===== src/rtl/serial_add_arbiter_if.sv =====
// Client-side bundle for the shared bit-serial adder: two request ports in,
// grant/result signals out.
//
// Handshake: a requester raises reqN with aN/bN stable and keeps both steady
// until gntN pulses for one cycle; that pulse marks the cycle its operands were
// captured. A req still high after gntN counts as a fresh request at the next
// IDLE. done pulses once when sum/cout/owner have been refreshed.
interface serial_add_arbiter_if #(
  parameter int WIDTH = 4
);
  logic             req0;
  logic [WIDTH-1:0] a0;
  logic [WIDTH-1:0] b0;
  logic             req1;
  logic [WIDTH-1:0] a1;
  logic [WIDTH-1:0] b1;
  logic             gnt0;
  logic             gnt1;
  logic             busy;
  logic             done;
  logic [WIDTH-1:0] sum;
  logic             cout;
  logic             owner;

  modport master (
    output req0, a0, b0, req1, a1, b1,
    input  gnt0, gnt1, busy, done, sum, cout, owner
  );

  modport slave (
    input  req0, a0, b0, req1, a1, b1,
    output gnt0, gnt1, busy, done, sum, cout, owner
  );
endinterface


===== src/rtl/serial_add_arbiter.sv =====
// One full-adder slice (two half adders) time-shared between two clients via
// round-robin; operands are added LSB-first over WIDTH cycles.
module serial_add_arbiter #(
  parameter int WIDTH = 4
) (
  input  logic                 clk,
  input  logic                 rst_n,
  serial_add_arbiter_if.slave  bus,
  output logic [1:0]           state_dbg
);

  localparam int CW = (WIDTH > 1) ? $clog2(WIDTH) : 1;
  localparam logic [CW-1:0] CNT_LAST = CW'(WIDTH - 1);

  typedef enum logic [1:0] {
    IDLE = 2'd0,
    RUN  = 2'd1,
    DONE = 2'd2
  } state_t;

  state_t           state;
  state_t           state_next;

  logic [WIDTH-1:0] opa, opa_d;
  logic [WIDTH-1:0] opb, opb_d;
  logic [WIDTH-1:0] acc, acc_d;
  logic             carry, carry_d;
  logic [CW-1:0]    cnt, cnt_d;
  logic             last, last_d;

  logic             gnt0_d, gnt1_d, busy_d, done_d, cout_d, owner_d;
  logic [WIDTH-1:0] sum_d;

  logic             grant_any;
  logic             grant_idx;

  // last==1 means requester 0 wins a tie, and vice versa.
  assign grant_any = bus.req0 | bus.req1;
  assign grant_idx = bus.req1 & (~bus.req0 | ~last);

  logic ha0_s, ha0_c, ha1_s, ha1_c;
  logic bit_s, bit_c;

  assign ha0_s = opa[0] ^ opb[0];
  assign ha0_c = opa[0] & opb[0];
  assign ha1_s = ha0_s ^ carry;
  assign ha1_c = ha0_s & carry;
  assign bit_s = ha1_s;
  assign bit_c = ha0_c | ha1_c;

  // New sum bit enters at the MSB so after WIDTH shifts bit 0 sits at acc[0].
  logic [WIDTH-1:0] acc_shift;
  generate
    if (WIDTH == 1) begin : g_acc_w1
      assign acc_shift = bit_s;
    end else begin : g_acc_wn
      assign acc_shift = {bit_s, acc[WIDTH-1:1]};
    end
  endgenerate

  assign state_dbg = state;

  always_ff @(posedge clk or negedge rst_n) begin
    if (!rst_n) begin
      state <= IDLE;
    end else begin
      state <= state_next;
    end
  end

  always_comb begin
    state_next = state;
    unique case (state)
      IDLE:    if (grant_any) state_next = RUN;
      RUN:     if (cnt == CNT_LAST) state_next = DONE;
      DONE:    state_next = IDLE;
      default: state_next = IDLE;
    endcase
  end

  always_comb begin
    opa_d   = opa;
    opb_d   = opb;
    acc_d   = acc;
    carry_d = carry;
    cnt_d   = cnt;
    last_d  = last;
    gnt0_d  = 1'b0;
    gnt1_d  = 1'b0;
    done_d  = 1'b0;
    sum_d   = bus.sum;
    cout_d  = bus.cout;
    owner_d = bus.owner;
    busy_d  = (state_next != IDLE);
    unique case (state)
      IDLE: begin
        if (grant_any) begin
          opa_d   = grant_idx ? bus.a1 : bus.a0;
          opb_d   = grant_idx ? bus.b1 : bus.b0;
          acc_d   = '0;
          carry_d = 1'b0;
          cnt_d   = '0;
          last_d  = grant_idx;
          gnt0_d  = ~grant_idx;
          gnt1_d  = grant_idx;
        end
      end
      RUN: begin
        opa_d   = opa >> 1;
        opb_d   = opb >> 1;
        carry_d = bit_c;
        acc_d   = acc_shift;
        cnt_d   = cnt + CW'(1);
        // Results publish only on the final bit so sum never shows a partial.
        if (cnt == CNT_LAST) begin
          sum_d   = acc_shift;
          cout_d  = bit_c;
          owner_d = last;
          done_d  = 1'b1;
        end
      end
      default: ;
    endcase
  end

  always_ff @(posedge clk or negedge rst_n) begin
    if (!rst_n) begin
      opa       <= '0;
      opb       <= '0;
      acc       <= '0;
      carry     <= 1'b0;
      cnt       <= '0;
      last      <= 1'b1;
      bus.gnt0  <= 1'b0;
      bus.gnt1  <= 1'b0;
      bus.busy  <= 1'b0;
      bus.done  <= 1'b0;
      bus.sum   <= '0;
      bus.cout  <= 1'b0;
      bus.owner <= 1'b0;
    end else begin
      opa       <= opa_d;
      opb       <= opb_d;
      acc       <= acc_d;
      carry     <= carry_d;
      cnt       <= cnt_d;
      last      <= last_d;
      bus.gnt0  <= gnt0_d;
      bus.gnt1  <= gnt1_d;
      bus.busy  <= busy_d;
      bus.done  <= done_d;
      bus.sum   <= sum_d;
      bus.cout  <= cout_d;
      bus.owner <= owner_d;
    end
  end

endmodule


===== src/flat_wrapper.sv =====
// flat-port wrapper written by rule: the top's interface ports become plain ports
module serial_add_arbiter_flat 
#(
  parameter int WIDTH = 4
)
  (clk, rst_n, state_dbg, bus_req0, bus_a0, bus_b0, bus_req1, bus_a1, bus_b1, bus_gnt0, bus_gnt1, bus_busy, bus_done, bus_sum, bus_cout, bus_owner);
  serial_add_arbiter_if #(.WIDTH(WIDTH)) bus_i ();
  input  logic clk;
  input  logic rst_n;
  output logic [1:0] state_dbg;
  input wire logic [$bits(bus_i.req0)-1:0] bus_req0;
  input wire logic [$bits(bus_i.a0)-1:0] bus_a0;
  input wire logic [$bits(bus_i.b0)-1:0] bus_b0;
  input wire logic [$bits(bus_i.req1)-1:0] bus_req1;
  input wire logic [$bits(bus_i.a1)-1:0] bus_a1;
  input wire logic [$bits(bus_i.b1)-1:0] bus_b1;
  output wire logic [$bits(bus_i.gnt0)-1:0] bus_gnt0;
  output wire logic [$bits(bus_i.gnt1)-1:0] bus_gnt1;
  output wire logic [$bits(bus_i.busy)-1:0] bus_busy;
  output wire logic [$bits(bus_i.done)-1:0] bus_done;
  output wire logic [$bits(bus_i.sum)-1:0] bus_sum;
  output wire logic [$bits(bus_i.cout)-1:0] bus_cout;
  output wire logic [$bits(bus_i.owner)-1:0] bus_owner;
  assign bus_i.req0 = bus_req0;
  assign bus_i.a0 = bus_a0;
  assign bus_i.b0 = bus_b0;
  assign bus_i.req1 = bus_req1;
  assign bus_i.a1 = bus_a1;
  assign bus_i.b1 = bus_b1;
  assign bus_gnt0 = bus_i.gnt0;
  assign bus_gnt1 = bus_i.gnt1;
  assign bus_busy = bus_i.busy;
  assign bus_done = bus_i.done;
  assign bus_sum = bus_i.sum;
  assign bus_cout = bus_i.cout;
  assign bus_owner = bus_i.owner;
  serial_add_arbiter #(.WIDTH(WIDTH)) u_core (.clk(clk), .rst_n(rst_n), .bus(bus_i), .state_dbg(state_dbg));
endmodule

===== config.mk =====
export PLATFORM = sky130hd
export DESIGN_NAME = serial_add_arbiter_flat
export DESIGN_NICKNAME = d
export VERILOG_FILES = /design/src/rtl/serial_add_arbiter_if.sv /design/src/rtl/serial_add_arbiter.sv /design/src/flat_wrapper.sv
export SDC_FILE = /design/constraint.sdc
export NUM_CORES = 1
export LEC_CHECK = 0
export BUFFER_PORTS_ARGS = -buffer_cell sky130_fd_sc_hd__buf_2
export CAP_MARGIN = 10
export CORE_MARGIN = 3
export CORE_UTILIZATION = 40
export CTS_BUF_LIST = sky130_fd_sc_hd__clkbuf_8 sky130_fd_sc_hd__clkbuf_16
export CTS_CLUSTER_DIAMETER = 150
export DETAILED_ROUTE_END_ITERATION = 10
export PLACE_DENSITY = 0.61
export SYNTH_ARGS = -nofsm -noshare
export SYNTH_HDL_FRONTEND = slang
export SYNTH_SLANG_ARGS = --single-unit

===== constraint.sdc =====
create_clock -name clk -period 2.2 [get_ports clk]
set_input_delay 0.11 -clock clk [delete_from_list [all_inputs] [get_ports clk]]
set_output_delay 0.11 -clock clk [all_outputs]
set_load 0.01 [all_outputs]

# ---- Word level (Yosys, flattened, before mapping)
# Index checks and enable logic that the tools add are counted.
dict set report word_totals {
  word_cells 56
  mem_bits_rw 0
  mem_count 0
  latch_bits 0
  rom_bits 0
  register_bits 28
  in_bits 20
}
dict set report classes {
  div 0
  magnitude_cmp 0
  addsub 1
  n_eq_ne 3
  n_shift 0
  n_reduce_logical 6
  n_mux 21
  n_mul 0
  n_bitwise 11
}
# cell n
set op_table {}
lappend op_table {{$pmux W4 S2} 3}
lappend op_table {{$mux W4} 5}
lappend op_table {{$pmux W2 S2} 2}
lappend op_table {{$mux W1} 7}
lappend op_table {{$mux W2} 3}
lappend op_table {{$reduce_and A2 Y1} 3}
lappend op_table {{$reduce_bool A2 Y1} 2}
lappend op_table {{$and A1 B1 Y1} 3}
lappend op_table {{$not A1 Y1} 3}
lappend op_table {{$or A1 B1 Y1} 3}
lappend op_table {{$add A2 B1 Y2 const B} 1}
lappend op_table {{$eq A2 B1 Y1 const B} 1}
lappend op_table {{$eq A2 B2 Y1 const B} 1}
lappend op_table {{$logic_not A2 Y1} 1}
lappend op_table {{$ne A2 B1 Y1 const B} 1}
lappend op_table {{$pmux W1 S2} 1}
lappend op_table {{$xor A1 B1 Y1} 2}

# ---- Logic depth before layout (Yosys ltp)
dict set report logic_depth {
  word_depth 6
  depth_mapped 4
  depth_no_buf 4
}

# ---- Worst setup path before layout
# No wires, ideal clock.
dict set report synth_path {
  path_kind {reg-to-reg}
  start {register u_core.carry}
  end {register u_core.bus.sum[3]}
  path_buffers 0
  period_less_slack_ns 1.251
  path_stages_with_launch 3
  setup_time_ns 0.125
  slack_ns 0.949
  arrival_time_ns 1.126
  cell_sequence {dfrtp_1 > fa_1 > mux2_4}
}
dict set report synth_between {
  elab_chain_cells 1
}
# item line
set synth_lines {}
lappend synth_lines {{start: declaration} serial_add_arbiter.sv:27} ;# logic carry, carry_d;
lappend synth_lines {{start signal: assignment} serial_add_arbiter.sv:145} ;# carry <= carry_d;
lappend synth_lines {{$xor A1 B1 Y1} serial_add_arbiter.sv:46} ;# assign ha1_s = ha0_s ^ carry;
lappend synth_lines {{named net u_core.bit_s} serial_add_arbiter.sv:42} ;# logic bit_s, bit_c;
lappend synth_lines {{end signal: assignment} serial_add_arbiter.sv:152} ;# bus.sum <= sum_d;
lappend synth_lines {{end: declaration} serial_add_arbiter_if.sv:32} ;# output gnt0, gnt1, busy, done, sum, cout, owner
# The timed path passes the listed nets, and every way through them passes these cells.
# A chain may end at the register's enable or synchronous reset.

# ---- Final worst setup path
dict set report layout_path {
  start {register u_core.last}
  end {register u_core.opb[1]}
}
dict set report layout_between {
  elab_chain_cells 6
}
# item line
set layout_lines {}
lappend layout_lines {{start: declaration} serial_add_arbiter.sv:29} ;# logic last, last_d;
lappend layout_lines {{start signal: assignment} serial_add_arbiter.sv:147} ;# last <= last_d;
lappend layout_lines {{$not A1 Y1} serial_add_arbiter.sv:39} ;# assign grant_idx = bus.req1 & (~bus.req0 | ~last);
lappend layout_lines {{$or A1 B1 Y1} serial_add_arbiter.sv:39}
lappend layout_lines {{$and A1 B1 Y1} serial_add_arbiter.sv:39}
lappend layout_lines {{$mux W4} serial_add_arbiter.sv:99} ;# opb_d = grant_idx ? bus.b1 : bus.b0;
lappend layout_lines {{$mux W4} serial_add_arbiter.sv:97} ;# if (grant_any) begin
lappend layout_lines {{$pmux W4 S2} serial_add_arbiter.sv:95} ;# unique case (state)
lappend layout_lines {{end signal: assignment} serial_add_arbiter.sv:143} ;# opb <= opb_d;
lappend layout_lines {{end: declaration} serial_add_arbiter.sv:25} ;# logic [WIDTH-1:0] opb, opb_d;
# No other way between the ends. The select of a mux whose other input is x is not followed.

==> impl_metrics.env <==
export IMPL_placed_cells_incl_taps=160
export IMPL_skew_ps=6.21
export IMPL_final_cells=165
export IMPL_drive_gt1_frac=0.358
export IMPL_hold_depth=2
export IMPL_syn_nets=123
export IMPL_fin_nets=157
export IMPL_tightest_slew_ps=690
export IMPL_worstSetupStartpointType="flip-flop"
export IMPL_worst_hold_path_endpoint="u_core.last"
export IMPL_fmax_mhz=653
export IMPL_drt_wirelength_per_cell_um=14.0
export IMPL_critical_path_class="reg -> reg"
export IMPL_timing_max_cap_violations=0
export IMPL_antenna_found_initial=0
export IMPL_wl_um=2320
export IMPL_fp_dieH_um=61.1
export IMPL_clock_sinks=27
export IMPL_yosysTopAreaCell="dfrtp_1"
export IMPL_num_rows=19
export IMPL_ys_flop_type="dfrtp_1"
export IMPL_synth_top_family_by_area="multiplexers"
export IMPL_nFillCells=265
export IMPL_dp_hpwl_um=1710
export IMPL_cts_clk_slew_worst_paths_ps=90
export IMPL_netlist_area_um2=1210
export IMPL_first_global_vias=829
export IMPL_tns_ps=0
export IMPL_avgViaCountPerCell=5.13
export IMPL_remaining_drc_errors=0
export IMPL_finalCriticalPeriod_ps=1530
export IMPL_coreArea_um2=2830
export IMPL_synth_area_leaders="dfrtp_1, mux2i_1, mux2_4, nand2_1, o221ai_1"
export IMPL_synth_adder_area_share=0.0268
export IMPL_setup_violations=0
export IMPL_arrival_ps=1660
export IMPL_ant_nets=0
export IMPL_synth_area_mux_share=0.165
export IMPL_async_reset_ff_frac=1.00
export IMPL_ys_seq_area_frac=0.557
export IMPL_status="finished, final reports clean"
export IMPL_cts_root_buf="clkbuf_8"
export IMPL_r2r_cells=3
export IMPL_busiest_layer="met2"
export IMPL_start_util=0.429
export IMPL_clock_latency_ps=270
export IMPL_cts_resized=0
export IMPL_gr_usage_all_layers=0.143
export IMPL_ff2ff_setup_slack_ps=670
export IMPL_met2_usage=0.210
export IMPL_reg2reg_from="u_core.last"
export IMPL_area_growth_pct=18.6
export IMPL_die_w_um=61.1
export IMPL_vias=846
export IMPL_whs_ps=31.7
export IMPL_synth_most_common_cell="dfrtp_1"
export IMPL_hold_class="in -> reg"
export IMPL_synth_edff_count=0
export IMPL_grt_overflow=0
export IMPL_portBuffers=31
export IMPL_dr_pass1_iters=4
export IMPL_finalCritPeriodShare=0.697
export IMPL_synth_compound_area_share=0.0978
export IMPL_cpMaxStageDelayCell="a21boi_2"
export IMPL_power_density_nw_per_um2=1330
export IMPL_critPathMaxStageDelay_ps=540
export IMPL_numCtsBuffers=3
export IMPL_synthTopCellsByCount="dfrtp_1, nand2_1, mux2i_1, inv_1"
export IMPL_worstPathMaxFanout=10
export IMPL_grt_met3_usage=0.0440
export IMPL_peakVddDrop_mv=0.628
export IMPL_tritoncts="yes"
export IMPL_io_pins=32
export IMPL_postSynthAreaPerCell_um2=12.0
export IMPL_setup_worst_path_end_class="flip-flop"
export IMPL_synthCells=101
export IMPL_yosysTopAreaCellShare=0.536
export IMPL_met1_usage=0.205
export IMPL_die_area_um2=3730
export IMPL_worstPathCellList="a21boi_2, mux2i_1, o221ai_1"
export IMPL_synth_xor_area_frac=0
export IMPL_hp_start="bus_req0"
export IMPL_hold_viol=0
export IMPL_critPathLaunch="u_core.last"
export IMPL_post_route_util=0.510
export IMPL_maxSlewViolCount=0
export IMPL_slew_headroom=0.537
export IMPL_yosys_area_share_simple=0.104
export IMPL_grt_pass1_wl_um=3920
export IMPL_p_leak_uw=0.000745
export IMPL_synthDistinctLibCells=25
export IMPL_yosysWarnings=0
export IMPL_first_iter_violations=22
export IMPL_grt_max_degree=28
export IMPL_gp_congestion=0.714
export IMPL_r2r_end="u_core.opb[1]"
export IMPL_rsz0062_at_grt="no"
export IMPL_antenna_cells=0
export IMPL_h_tree_depth=1
export IMPL_cts_buffer_depth=2
export IMPL_required_ps=2330
export IMPL_synth_seq_cells=27
registers in the layout, indices dropped and copies added, names as in the netlist:
signal	count
u_core.bus.owner	1
u_core.opa	4
u_core.bus.done	1
u_core.bus.busy	1
u_core.bus.sum	4
u_core.bus.gnt0	1
u_core.carry	1
u_core.bus.gnt1	1
u_core.acc	3
u_core.state_dbg	2
u_core.opb	4
u_core.cnt	2
u_core.last	1
u_core.bus.cout	1
critical path, delay by kind of cell (launching register included):
| family | cells | cell delay, ps |
|---|---|---|
| multiplexers | 1 | 290 |
| flip-flops | 1 | 400 |
| AO/OA/AOI/OAI | 2 | 690 |
layout make-up:
type | count | area (um2) | share of cell area
repair buffers | 32 | 165 | 0.115
well taps | 31 | 38.8 | 0.0269
flip-flops and latches | 27 | 677 | 0.470
inverters | 9 | 36.3 | 0.0252
clock inverters | 1 | 5.00 | 0.00347
clock buffers | 3 | 41.3 | 0.0286
multi-input cells | 62 | 478 | 0.332
timing repair:
action                    CTS  global route
hold endpoints to repair   26             0
hold buffers                1             0
setup buffers               0             0
placed cells by master (no fill, tap or decap):
| cell | instances |
|---|---|
| mux2i_1 | 11 |
| nor2b_4 | 1 |
| o21ai_0 | 6 |
| a21oi_2 | 1 |
| dfrtp_1 | 26 |
| ha_1 | 1 |
| a21boi_2 | 1 |
| a31oi_1 | 1 |
| inv_4 | 1 |
| nor3_2 | 1 |
| clkbuf_8 | 3 |
| nand2b_1 | 1 |
| buf_2 | 31 |
| o21ai_1 | 1 |
| inv_1 | 8 |
| nand2_4 | 1 |
| mux2_4 | 6 |
| and2_1 | 1 |
| a21oi_1 | 1 |
| nand2_1 | 18 |
| dfstp_2 | 1 |
| dlygate4sd3_1 | 1 |
| o221ai_1 | 6 |
| clkinv_2 | 1 |
| fa_1 | 1 |
| nor2_1 | 3 |
worst max-delay path by stage:
stage	to	slack, ps
after floorplan	u_core.bus.sum[3]	950
after CTS	u_core.opb[1]	660
after global routing	u_core.opb[2]	590
after global placement	u_core.opb[0]	750
after detailed placement	u_core.opb[1]	680
final	u_core.opb[1]	670
cell families after synthesis:
logic type,after synthesis
mux,17
flops,27
buf+inv,12
compound gates,17
fa+ha+maj,2
simple gates,26
report_power, final:
part / total [uW] / switching (uW) / internal, uW
clock network: 277 / 150 / 127
registers: 855 / 138 / 717
logic: 784 / 421 / 363
total: 1920 / 710 / 1210
routing by layer:
layer | vias up | part of all wire
met1 | 410 | 0.45
met2 | 25 | 0.48
met4 | 0 | 0.0047
met3 | 2 | 0.057
li1 | 409 | -
met5 | - | 0
through the flow:
step / total power, uW / cell area (um2) / worst slack, ps
after global placement: 1630 / 1390 / 753
after CTS: 1950 / 1440 / 659
after floorplan: 1430 / 1210 / 949
after global routing: 2090 / 1440 / 592
after detailed placement: 1670 / 1390 / 675
final: 1920 / 1440 / 668
No activity file was read; power rests on OpenSTA's default activity.
